**src/rtl/mdu_pkg.sv**
```systemverilog
// Shared op codes, FSM state type and operand-signedness helpers for the RV32M unit.
package mdu_pkg;

    localparam logic [3:0] OP_MUL    = 4'b1000;
    localparam logic [3:0] OP_MULH   = 4'b1001;
    localparam logic [3:0] OP_MULHSU = 4'b1010;
    localparam logic [3:0] OP_MULHU  = 4'b1011;
    localparam logic [3:0] OP_DIV    = 4'b1100;
    localparam logic [3:0] OP_DIVU   = 4'b1101;
    localparam logic [3:0] OP_REM    = 4'b1110;
    localparam logic [3:0] OP_REMU   = 4'b1111;

    typedef enum logic [1:0] {IDLE, BUSY, FIXUP, DONE} state_t;

    function automatic logic is_signed_a(input logic [3:0] op);
        return op inside {OP_MUL, OP_MULH, OP_MULHSU, OP_DIV, OP_REM};
    endfunction

    function automatic logic is_signed_b(input logic [3:0] op);
        return op inside {OP_MUL, OP_MULH, OP_DIV, OP_REM};
    endfunction

endpackage

```
**src/rtl/mdu_iter_step.sv**
```systemverilog
// One combinational iteration: LSB-first shift-add multiply or MSB-first restoring divide.
// Zero latency; no flow control of its own.
module mdu_iter_step #(
    parameter int W = 32
) (
    input  logic         i_is_div,
    input  logic [2*W:0] i_acc,
    input  logic [W-1:0] i_a,
    input  logic [W-1:0] i_b,
    output logic [2*W:0] o_acc,
    output logic [W-1:0] o_b
);

    logic [W:0]   w_sum;
    logic [W:0]   w_rem_sh;
    logic [W+1:0] w_diff;
    logic         w_ge;

    always_comb begin
        w_sum    = i_acc[2*W:W] + {1'b0, (i_b[0] ? i_a : {W{1'b0}})};
        w_rem_sh = {i_acc[W-1:0], i_b[W-1]};
        w_diff   = {1'b0, w_rem_sh} - {2'b00, i_a};
        w_ge     = ~w_diff[W+1];
        if (i_is_div) begin
            // quotient bits shift into the dividend register as dividend bits shift out
            o_acc = {{W{1'b0}}, (w_ge ? w_diff[W:0] : w_rem_sh)};
            o_b   = {i_b[W-2:0], w_ge};
        end else begin
            o_acc = {1'b0, w_sum, i_acc[W-1:1]};
            o_b   = {1'b0, i_b[W-1:1]};
        end
    end

endmodule

```
**src/rtl/mdu_responder.sv**
```systemverilog
// Multi-cycle RV32M multiply/divide responder; fixed DATA_WIDTH+1 cycle latency for every op.
// Result is held in DONE until rsp_ready; no new request is taken until the unit is back in IDLE.
module mdu_responder
    import mdu_pkg::*;
#(
    parameter int DATA_WIDTH    = 32,
    parameter int OPCODE_LENGTH = 4
) (
    input  logic                     clk,
    input  logic                     reset,
    input  logic                     req_valid,
    output logic                     req_ready,
    input  logic [OPCODE_LENGTH-1:0] Operation,
    input  logic [DATA_WIDTH-1:0]    SrcA,
    input  logic [DATA_WIDTH-1:0]    SrcB,
    output logic                     rsp_valid,
    input  logic                     rsp_ready,
    output logic [DATA_WIDTH-1:0]    Result
);

    localparam int W  = DATA_WIDTH;
    localparam int CW = $clog2(DATA_WIDTH + 1);
    localparam logic [W-1:0] MOST_NEG = {1'b1, {(W-1){1'b0}}};

    state_t                   r_state;
    logic [OPCODE_LENGTH-1:0] r_op;
    logic [W-1:0]             r_a, r_b, r_srca, r_result;
    logic [2*W:0]             r_acc;
    logic [CW-1:0]            r_cnt;
    logic                     r_sa, r_sb, r_div0, r_ovf, r_rsp_valid;

    logic                     w_sa, w_sb;
    logic [2*W:0]             w_acc_nxt;
    logic [W-1:0]             w_b_nxt, w_fix, w_quo, w_rem;
    logic [2*W-1:0]           w_prod;

    assign req_ready = (r_state == IDLE);
    assign rsp_valid = r_rsp_valid;
    assign Result    = r_result;

    assign w_sa = is_signed_a(Operation) & SrcA[W-1];
    assign w_sb = is_signed_b(Operation) & SrcB[W-1];

    mdu_iter_step #(.W(W)) u_step (
        .i_is_div (r_op[2]),
        .i_acc    (r_acc),
        .i_a      (r_a),
        .i_b      (r_b),
        .o_acc    (w_acc_nxt),
        .o_b      (w_b_nxt)
    );

    always_comb begin
        w_prod = (r_sa ^ r_sb) ? -r_acc[2*W-1:0] : r_acc[2*W-1:0];
        w_quo  = (r_sa ^ r_sb) ? -r_b : r_b;
        w_rem  = r_sa ? -r_acc[W-1:0] : r_acc[W-1:0];
        w_fix  = '0;
        case (r_op)
            OP_MUL:                       w_fix = w_prod[W-1:0];
            OP_MULH, OP_MULHSU, OP_MULHU: w_fix = w_prod[2*W-1:W];
            OP_DIV:  w_fix = r_div0 ? '1 : (r_ovf ? MOST_NEG : w_quo);
            OP_DIVU: w_fix = r_div0 ? '1 : r_b;
            OP_REM:  w_fix = r_div0 ? r_srca : (r_ovf ? '0 : w_rem);
            OP_REMU: w_fix = r_div0 ? r_srca : r_acc[W-1:0];
            default: w_fix = '0;
        endcase
    end

    always_ff @(posedge clk or posedge reset) begin
        if (reset) begin
            r_state     <= IDLE;
            r_op        <= '0;
            r_a         <= '0;
            r_b         <= '0;
            r_srca      <= '0;
            r_acc       <= '0;
            r_cnt       <= '0;
            r_sa        <= 1'b0;
            r_sb        <= 1'b0;
            r_div0      <= 1'b0;
            r_ovf       <= 1'b0;
            r_rsp_valid <= 1'b0;
            r_result    <= '0;
        end else begin
            case (r_state)
                IDLE: if (req_valid) begin
                    // magnitudes feed the unsigned datapath; signs are reapplied in FIXUP
                    r_op    <= Operation;
                    r_sa    <= w_sa;
                    r_sb    <= w_sb;
                    r_b     <= w_sa ? -SrcA : SrcA;
                    r_a     <= w_sb ? -SrcB : SrcB;
                    r_srca  <= SrcA;
                    r_div0  <= (SrcB == '0);
                    r_ovf   <= (SrcA == MOST_NEG) && (SrcB == '1);
                    r_acc   <= '0;
                    r_cnt   <= CW'(DATA_WIDTH);
                    r_state <= BUSY;
                end
                BUSY: begin
                    r_acc <= w_acc_nxt;
                    r_b   <= w_b_nxt;
                    r_cnt <= r_cnt - 1'b1;
                    if (r_cnt == CW'(1)) r_state <= FIXUP;
                end
                FIXUP: begin
                    r_result    <= w_fix;
                    r_rsp_valid <= 1'b1;
                    r_state     <= DONE;
                end
                DONE: if (rsp_ready) begin
                    r_rsp_valid <= 1'b0;
                    r_state     <= IDLE;
                end
                default: r_state <= IDLE;
            endcase
        end
    end

endmodule
```
**config.mk**
```make
export PLATFORM = sky130hd
export DESIGN_NAME = mdu_responder
export DESIGN_NICKNAME = d
export VERILOG_FILES = /design/src/rtl/mdu_pkg.sv /design/src/rtl/mdu_iter_step.sv /design/src/rtl/mdu_responder.sv
export SDC_FILE = /design/constraint.sdc
export NUM_CORES = 1
export LEC_CHECK = 0
export ABC_AREA = 1
export BUFFER_PORTS_ARGS = -buffer_cell sky130_fd_sc_hd__buf_2
export CAP_MARGIN = 20
export CORE_MARGIN = 2
export CORE_UTILIZATION = 31
export DETAILED_ROUTE_END_ITERATION = 8
export PLACE_DENSITY = 0.56
export SLEW_MARGIN = 20
export SYNTH_ARGS = -nofsm -noshare
export SYNTH_HDL_FRONTEND = slang
export SYNTH_SLANG_ARGS = --single-unit
```
**constraint.sdc**
```tcl
create_clock -name clk -period 5.9 [get_ports clk]
set_input_delay 0.295 -clock clk [delete_from_list [all_inputs] [get_ports clk]]
set_output_delay 0.295 -clock clk [all_outputs]
set_load 0.03 [all_outputs]
```
== Word level (Yosys, flattened, before mapping) ==
Cells that the tools add are included.

* Bits of input ports: 72
* Output and inout port bits: 34
* Register bits: 210
* Logic and storage cells: 87

* Add/sub/neg operators: 8
* Reductions and logical operators: 12
* Mux-type cells: 28
* Equality and inequality tests: 22
* Bitwise operators: 4

{| class="wikitable"
|+ Operator list
! kind !! count
|-
| 32-bit two-way mux || 13
|-
| 32-bit case mux with 6 select lines || 1
|-
| 65-bit case mux with 2 select lines || 1
|-
| 64-bit two-way mux || 2
|-
| 32-bit negation || 4
|-
| 65-bit two-way mux || 1
|-
| 32-bit == test, second input constant || 2
|-
| 64-bit negation || 1
|-
| 32-bit case mux with 2 select lines || 1
|-
| 4-bit == test, second input constant || 13
|-
| 33-bit by 32-bit subtractor with 34-bit output || 1
|-
| 33-bit by 32-bit adder with 33-bit output || 1
|-
| 33-bit two-way mux || 1
|-
| 32-bit logical NOT || 1
|-
| 6-bit case mux with 2 select lines || 1
|-
| 2-bit case mux with 4 select lines || 1
|-
| 6-bit by 1-bit == test with 1-bit output, second input constant || 1
|-
| 2-bit two-way mux || 3
|-
| 6-bit two-way mux || 1
|-
| 2-bit inequality test, second input constant || 3
|-
| 2-bit AND reduction || 3
|-
| 6-bit by 1-bit subtractor with 6-bit output, second input constant || 1
|-
| 5-bit nonzero test || 1
|-
| 2-bit == test, second input constant || 2
|-
| 12 further kinds || 14
|}

== Longest topological paths before layout ==
* Depth in word-level cells: 6
* Depth in mapped cells: 19
* Mapped depth without buffers: 18

== Modules after synthesis ==
Synthesis repeated with hierarchy kept, for this count alone.

* Cell total of the unflattened synthesis: 3761
* Area total of the unflattened synthesis: 22042.4 µm²

{| class="wikitable"
|+ Modules (own cells, without submodules)
! module !! area each (µm²) !! seq. area each (µm²) !! times used !! cells each
|-
| mdu_responder || 15686.3 || 5255.0 || 1 || 2480
|-
| mdu_iter_step || 6356.1 || 0.0 || 1 || 1281
|}

== Worst setup path before layout ==
Ideal clock, no wire load.

* Path kind: register to register
* Start point: register r_b[0]
* End point: register r_acc[53]
* Path buffers: 2
* Setup slack: 3.282 ns
* Arrival: 2.488 ns
* Stages on the path, launching flop included: 17
* Period minus slack after synthesis: 2.618 ns
* Setup time: 0.130 ns
* Data required time: 5.770 ns
* Cells stage by stage: dfrtp_1 buf_2 clkbuf_1 nand2_1 inv_1 ha_1 inv_1 fa_1 inv_1 nand2_1 o21ai_1 a21oi_1 o21ai_1 a21oi_1 or2_0 nand3_1 o21ai_0

* Longest elaborated chain between the ends: 4

{| class="wikitable"
|+ Ends and longest elaborated chain
! what !! line !! source
|-
| start: declaration || mdu_responder.sv:27 || <nowiki>logic [W-1:0] r_a, r_b, r_srca, r_result;</nowiki>
|-
| start signal: assignment || mdu_responder.sv:91 || <nowiki>r_b <= w_sa ? -SrcA : SrcA;</nowiki>
|-
| start signal: assignment || mdu_responder.sv:102 || <nowiki>r_b <= w_b_nxt;</nowiki>
|-
| 32-bit two-way mux || mdu_iter_step.sv:20 || <nowiki>w_sum = i_acc[2*W:W] + {1'b0, (i_b[0] ? i_a : {W{1'b0}})};</nowiki>
|-
| 33-bit by 32-bit adder with 33-bit output || mdu_iter_step.sv:20 ||
|-
| 64-bit two-way mux || mdu_iter_step.sv:24 || <nowiki>if (i_is_div) begin</nowiki>
|-
| 65-bit case mux with 2 select lines || mdu_responder.sv:85 || <nowiki>case (r_state)</nowiki>
|-
| end signal: assignment || mdu_responder.sv:101 || <nowiki>r_acc <= w_acc_nxt;</nowiki>
|-
| end: declaration || mdu_responder.sv:28 || <nowiki>logic [2*W:0] r_acc;</nowiki>
|}

Every way passes these cells.
A chain may end at the register's enable or synchronous reset.

== Worst setup path after layout ==
* Start point: register r_sa
* End point: register r_result[4], in the netlist Result[4]

* Longest elaborated chain between the ends: 5
* Elaborated cells between the ends (all ways): 9
* Those cells by class: 8 x mux; 1 x bitwise

{| class="wikitable"
|+ Ends and longest elaborated chain
! what !! line !! source
|-
| start: declaration || mdu_responder.sv:30 || <nowiki>logic r_sa, r_sb, r_div0, r_ovf, r_rsp_valid;</nowiki>
|-
| start signal: assignment || mdu_responder.sv:89 || <nowiki>r_sa <= w_sa;</nowiki>
|-
| 1-bit XOR || mdu_responder.sv:54, mdu_responder.sv:55 ||
|-
| 32-bit two-way mux || mdu_responder.sv:55 || <nowiki>w_quo = (r_sa ^ r_sb) ? -r_b : r_b;</nowiki>
|-
| 32-bit two-way mux (2 in series) || mdu_responder.sv:61 || <nowiki>OP_DIV: w_fix = r_div0 ? '1 : (r_ovf ? MOST_NEG : w_quo);</nowiki>
|-
| 32-bit case mux with 6 select lines * || mdu_responder.sv:58 || <nowiki>case (r_op)</nowiki>
|-
| end signal: assignment || mdu_responder.sv:107 || <nowiki>r_result <= w_fix;</nowiki>
|-
| end: declaration || mdu_responder.sv:27 ||
|}

Every way passes the cells marked *; elsewhere a longest branch is shown, timed or not.

==> flow_metrics.env <==
export IMPL_leakage_uw=0.0115
export IMPL_timing_max_slew_rel_slack_pct=27.4
export IMPL_synth_edff_count=0
export IMPL_ios=106
export IMPL_via_count_of_the_first_global_routing_pass=21800
export IMPL_initial_utilization_pct=31.5
export IMPL_number_of_synthesized_register_bits=209
export IMPL_syn_inst=3528
export IMPL_row_count=94
export IMPL_hpwlAfterDp_mm=72.4
export IMPL_synthesis_nets=3677
export IMPL_critical_path_required_ps=6390
export IMPL_globalplace_congestion=1.01
export IMPL_pwr_cell_area_mw_per_mm2=591
export IMPL_crit_path_launch_type="flip-flop"
export IMPL_critical_path_cell_chain="buf_4 > inv_2 > nand2_1 > nand2_1 > buf_4 > clkinv_2 > buf_12 > nand2_1 > o21ai_0 > nand4_1 > nand2_1 > nand2_1"
export IMPL_final_period_utilization_pct=59.7
export IMPL_max_slew_worst_pin_slew_ps=1090
export IMPL_worstSkewPairLatency_ps=600
export IMPL_most_frequent_cell_on_the_critical_path="nand2_1"
export IMPL_synth_flop_cell="dfrtp_1"
export IMPL_post_route_drc_count=0
export IMPL_cts_htree_levels=1
export IMPL_routed_wire_length_per_instance_um=20.8
export IMPL_cts_repair_timing_setup_buffer_count=0
export IMPL_area_delta_synth_final_pct=10.9
export IMPL_worst_ir_drop_vdd_v=0.000266
export IMPL_whs_path_depth=3
export IMPL_critical_path_max_stage_delay_ps=520
export IMPL_via_count=24000
export IMPL_end_kind="flip-flop"
export IMPL_cts_clk_slew_worst_paths_ps=70
export IMPL_initialDrtViolationCount=3131
export IMPL_ctsLongestPathBuffers=3
export IMPL_fill_cells=7511
export IMPL_clock_skew_final_ps=43.0
export IMPL_antenna_cells=0
export IMPL_synth_top_area_share_pct=25.1
export IMPL_worstPathMaxFanout=107
export IMPL_post_route_min_period_ps=3520
export IMPL_netlist_top_cell_by_area="dfrtp_1"
export IMPL_drt_wl_total_mm=92.3
export IMPL_cts_sinks=209
export IMPL_synth_cell_area_mm2=0.0208
export IMPL_final_layout_size_suffix_gt1_share_pct=7.31
export IMPL_ctsRootBufferMaster="clkbuf_16"
export IMPL_synth_seq_area_share_pct=25.1
export IMPL_yosys_top_cells_area="dfrtp_1 (25%), nand2_1 (18%), nand3_1 (8.7%)"
export IMPL_reg2reg_slack_ps=2380
export IMPL_slew_viols_final=0
export IMPL_antenna_found_initial=0
export IMPL_final_cell_count_no_fill=4436
export IMPL_synth_cell_type_count=60
export IMPL_die_x_um=263
export IMPL_setup_viol_count_final=0
export IMPL_async_reset_ff_share_pct=100
export IMPL_data_arrival_time_at_the_worst_slack_endpoint_ps=4010
export IMPL_clock_tree_from_tritoncts="done"
export IMPL_yosysWarningCount=0
export IMPL_average_size_of_a_mapped_cell_um2=5.90
export IMPL_fp_dieArea_mm2=0.0692
export IMPL_cap_viol_max_count=0
export IMPL_die_height_um=263
export IMPL_critical_path_class="reg -> reg"
export IMPL_worstRegToRegCells=12
export IMPL_layout_cells_most_common="nand2_1"
export IMPL_globalRouteTotalUtil_pct=25.7
export IMPL_detail_route_first_pass_iterations=6
export IMPL_hold_violations=0
export IMPL_total_negative_slack_for_setup_checks_ps=0
export IMPL_numCtsBuffers=28
export IMPL_fp_coreArea_mm2=0.0661
export IMPL_min_delay_path_class="in -> reg"
export IMPL_postRouteAntennaNets=0
export IMPL_grt_start_max_net_pins=141
export IMPL_max_freq_mhz=284
export IMPL_io_buffer_count=105
export IMPL_timing_critical_path_slowest_stage_cell="o21ai_0"
export IMPL_setup_repair_after_global_routing_missed_its_margin="no"
export IMPL_status="complete, no violations"
export IMPL_numPlacedInstances=4381
export IMPL_detail_route_vias_per_cell=5.41
export IMPL_layout_cells_most_common_list="nand2_1 (1011), nor2_1 (446), inv_1 (368)"
export IMPL_final_net_count=3699
export IMPL_wire_length_of_the_first_global_routing_pass_mm=138
export IMPL_overflow=0
per-layer routing:
metal,up-vias,track usage (%),part of all wire (%)
met5,-,0,0
met4,0,8.29,3.5
met3,147,3.11,7.2
met2,1021,39.2,43
met1,11200,37.5,46
li1,11600,-,-
kinds of logic (layout without fill, tap and decap cells):
| family | Yosys count | after routing | synth area share [%] |
|---|---|---|---|
| AOI/OAI and AO/OA | 689 | 689 | 17.9 |
| DFF | 209 | 209 | 25.1 |
| buffers and inverters | 526 | 570 | 9.89 |
| xor gates and xnor gates | 53 | 53 | 2.23 |
| and+or+nand+nor | 1974 | 1974 | 40.2 |
| adders and majority gates | 77 | 77 | 4.70 |
cell usage after synthesis, drive strengths merged (4+ instances only):
| library cell | count |
|---|---|
| clkbuf | 86 |
| nor2 | 472 |
| xor2 | 36 |
| a22oi | 13 |
| dfrtp | 209 |
| a21oi | 278 |
| inv | 382 |
| ha | 75 |
| nand2 | 1028 |
| a21o | 4 |
| o211ai | 26 |
| or2 | 11 |
| nand3b | 10 |
| nand3 | 362 |
| o22ai | 13 |
| nor4 | 9 |
| a31oi | 22 |
| o21ai | 309 |
| nor3 | 35 |
| buf | 55 |
| xnor2 | 17 |
| o21bai | 5 |
| nand4 | 43 |
| o21a | 4 |
per-stage QoR:
stage	setup WS (ps)	utilization (%)	area (um2)	total power, uW	hold slack, ps
after floorplan	2890	-	20800	8790	405
after global placement	2530	33.4	22000	11500	224
after detailed placement	2440	33.4	22000	11500	222
after CTS	2400	34.9	23100	13400	4.60
after global routing	2270	34.9	23100	14700	26.1
final	2380	34.9	23100	13600	13.6
flip-flops by register name, indices dropped and copies added (netlist names):
signal and flops:
Result 32, r_b 32, r_op 4, r_cnt 6
rsp_valid 1, r_srca 32, r_div0 1, r_ovf 1
r_sb 1, r_sa 1, r_state 2, r_a 32
r_acc 64
worst paths after layout:
| kind | startpoint | end |
|---|---|---|
| max in group asynchronous | reset | r_b[0]$_DFFE_PP0P_ |
| setup / recovery | r_sa$_DFFE_PP0P_ | Result[4]$_DFFE_PP0P_ |
| setup reg to reg | r_sa$_DFFE_PP0P_ | Result[4]$_DFFE_PP0P_ |
| hold reg to reg | Result[23]$_DFFE_PP0P_ | Result[23]$_DFFE_PP0P_ |
| hold / removal | rsp_ready | rsp_valid$_DFFE_PP0P_ |
| min in group asynchronous | reset | r_srca[21]$_DFFE_PP0P_ |
worst max-delay path, delay by kind of cell, from the launching register on:
family          cells  cell delay (ps)
compound gates      1              520
simple gates        6              870
buf+inv             5             1550
flops               1              320
power by group:
part	switching [uW]	internal (uW)
logic	6160	2590
registers	994	2020
clock network	736	1140
timing repair:
item | in CTS | in global routing
resized for setup | 0 | 0
hold buffers | 3 | 0
setup endpoints to repair | 0 | 0
endpoints found under the hold margin | 7 | 0
cell type report:
class                      instances  area (um2)  share of cell area [%]
multi-input combinational       2793       13500                    58.7
clock inverter                    12         184                   0.797
clock buffer                      40         816                    3.53
sequential                       209        5230                    22.7
timing repair buffer             133         768                    3.33
inverter                         385        1450                    6.29
tap                              864        1080                    4.68
No activity file was read; power rests on OpenSTA's default activity.
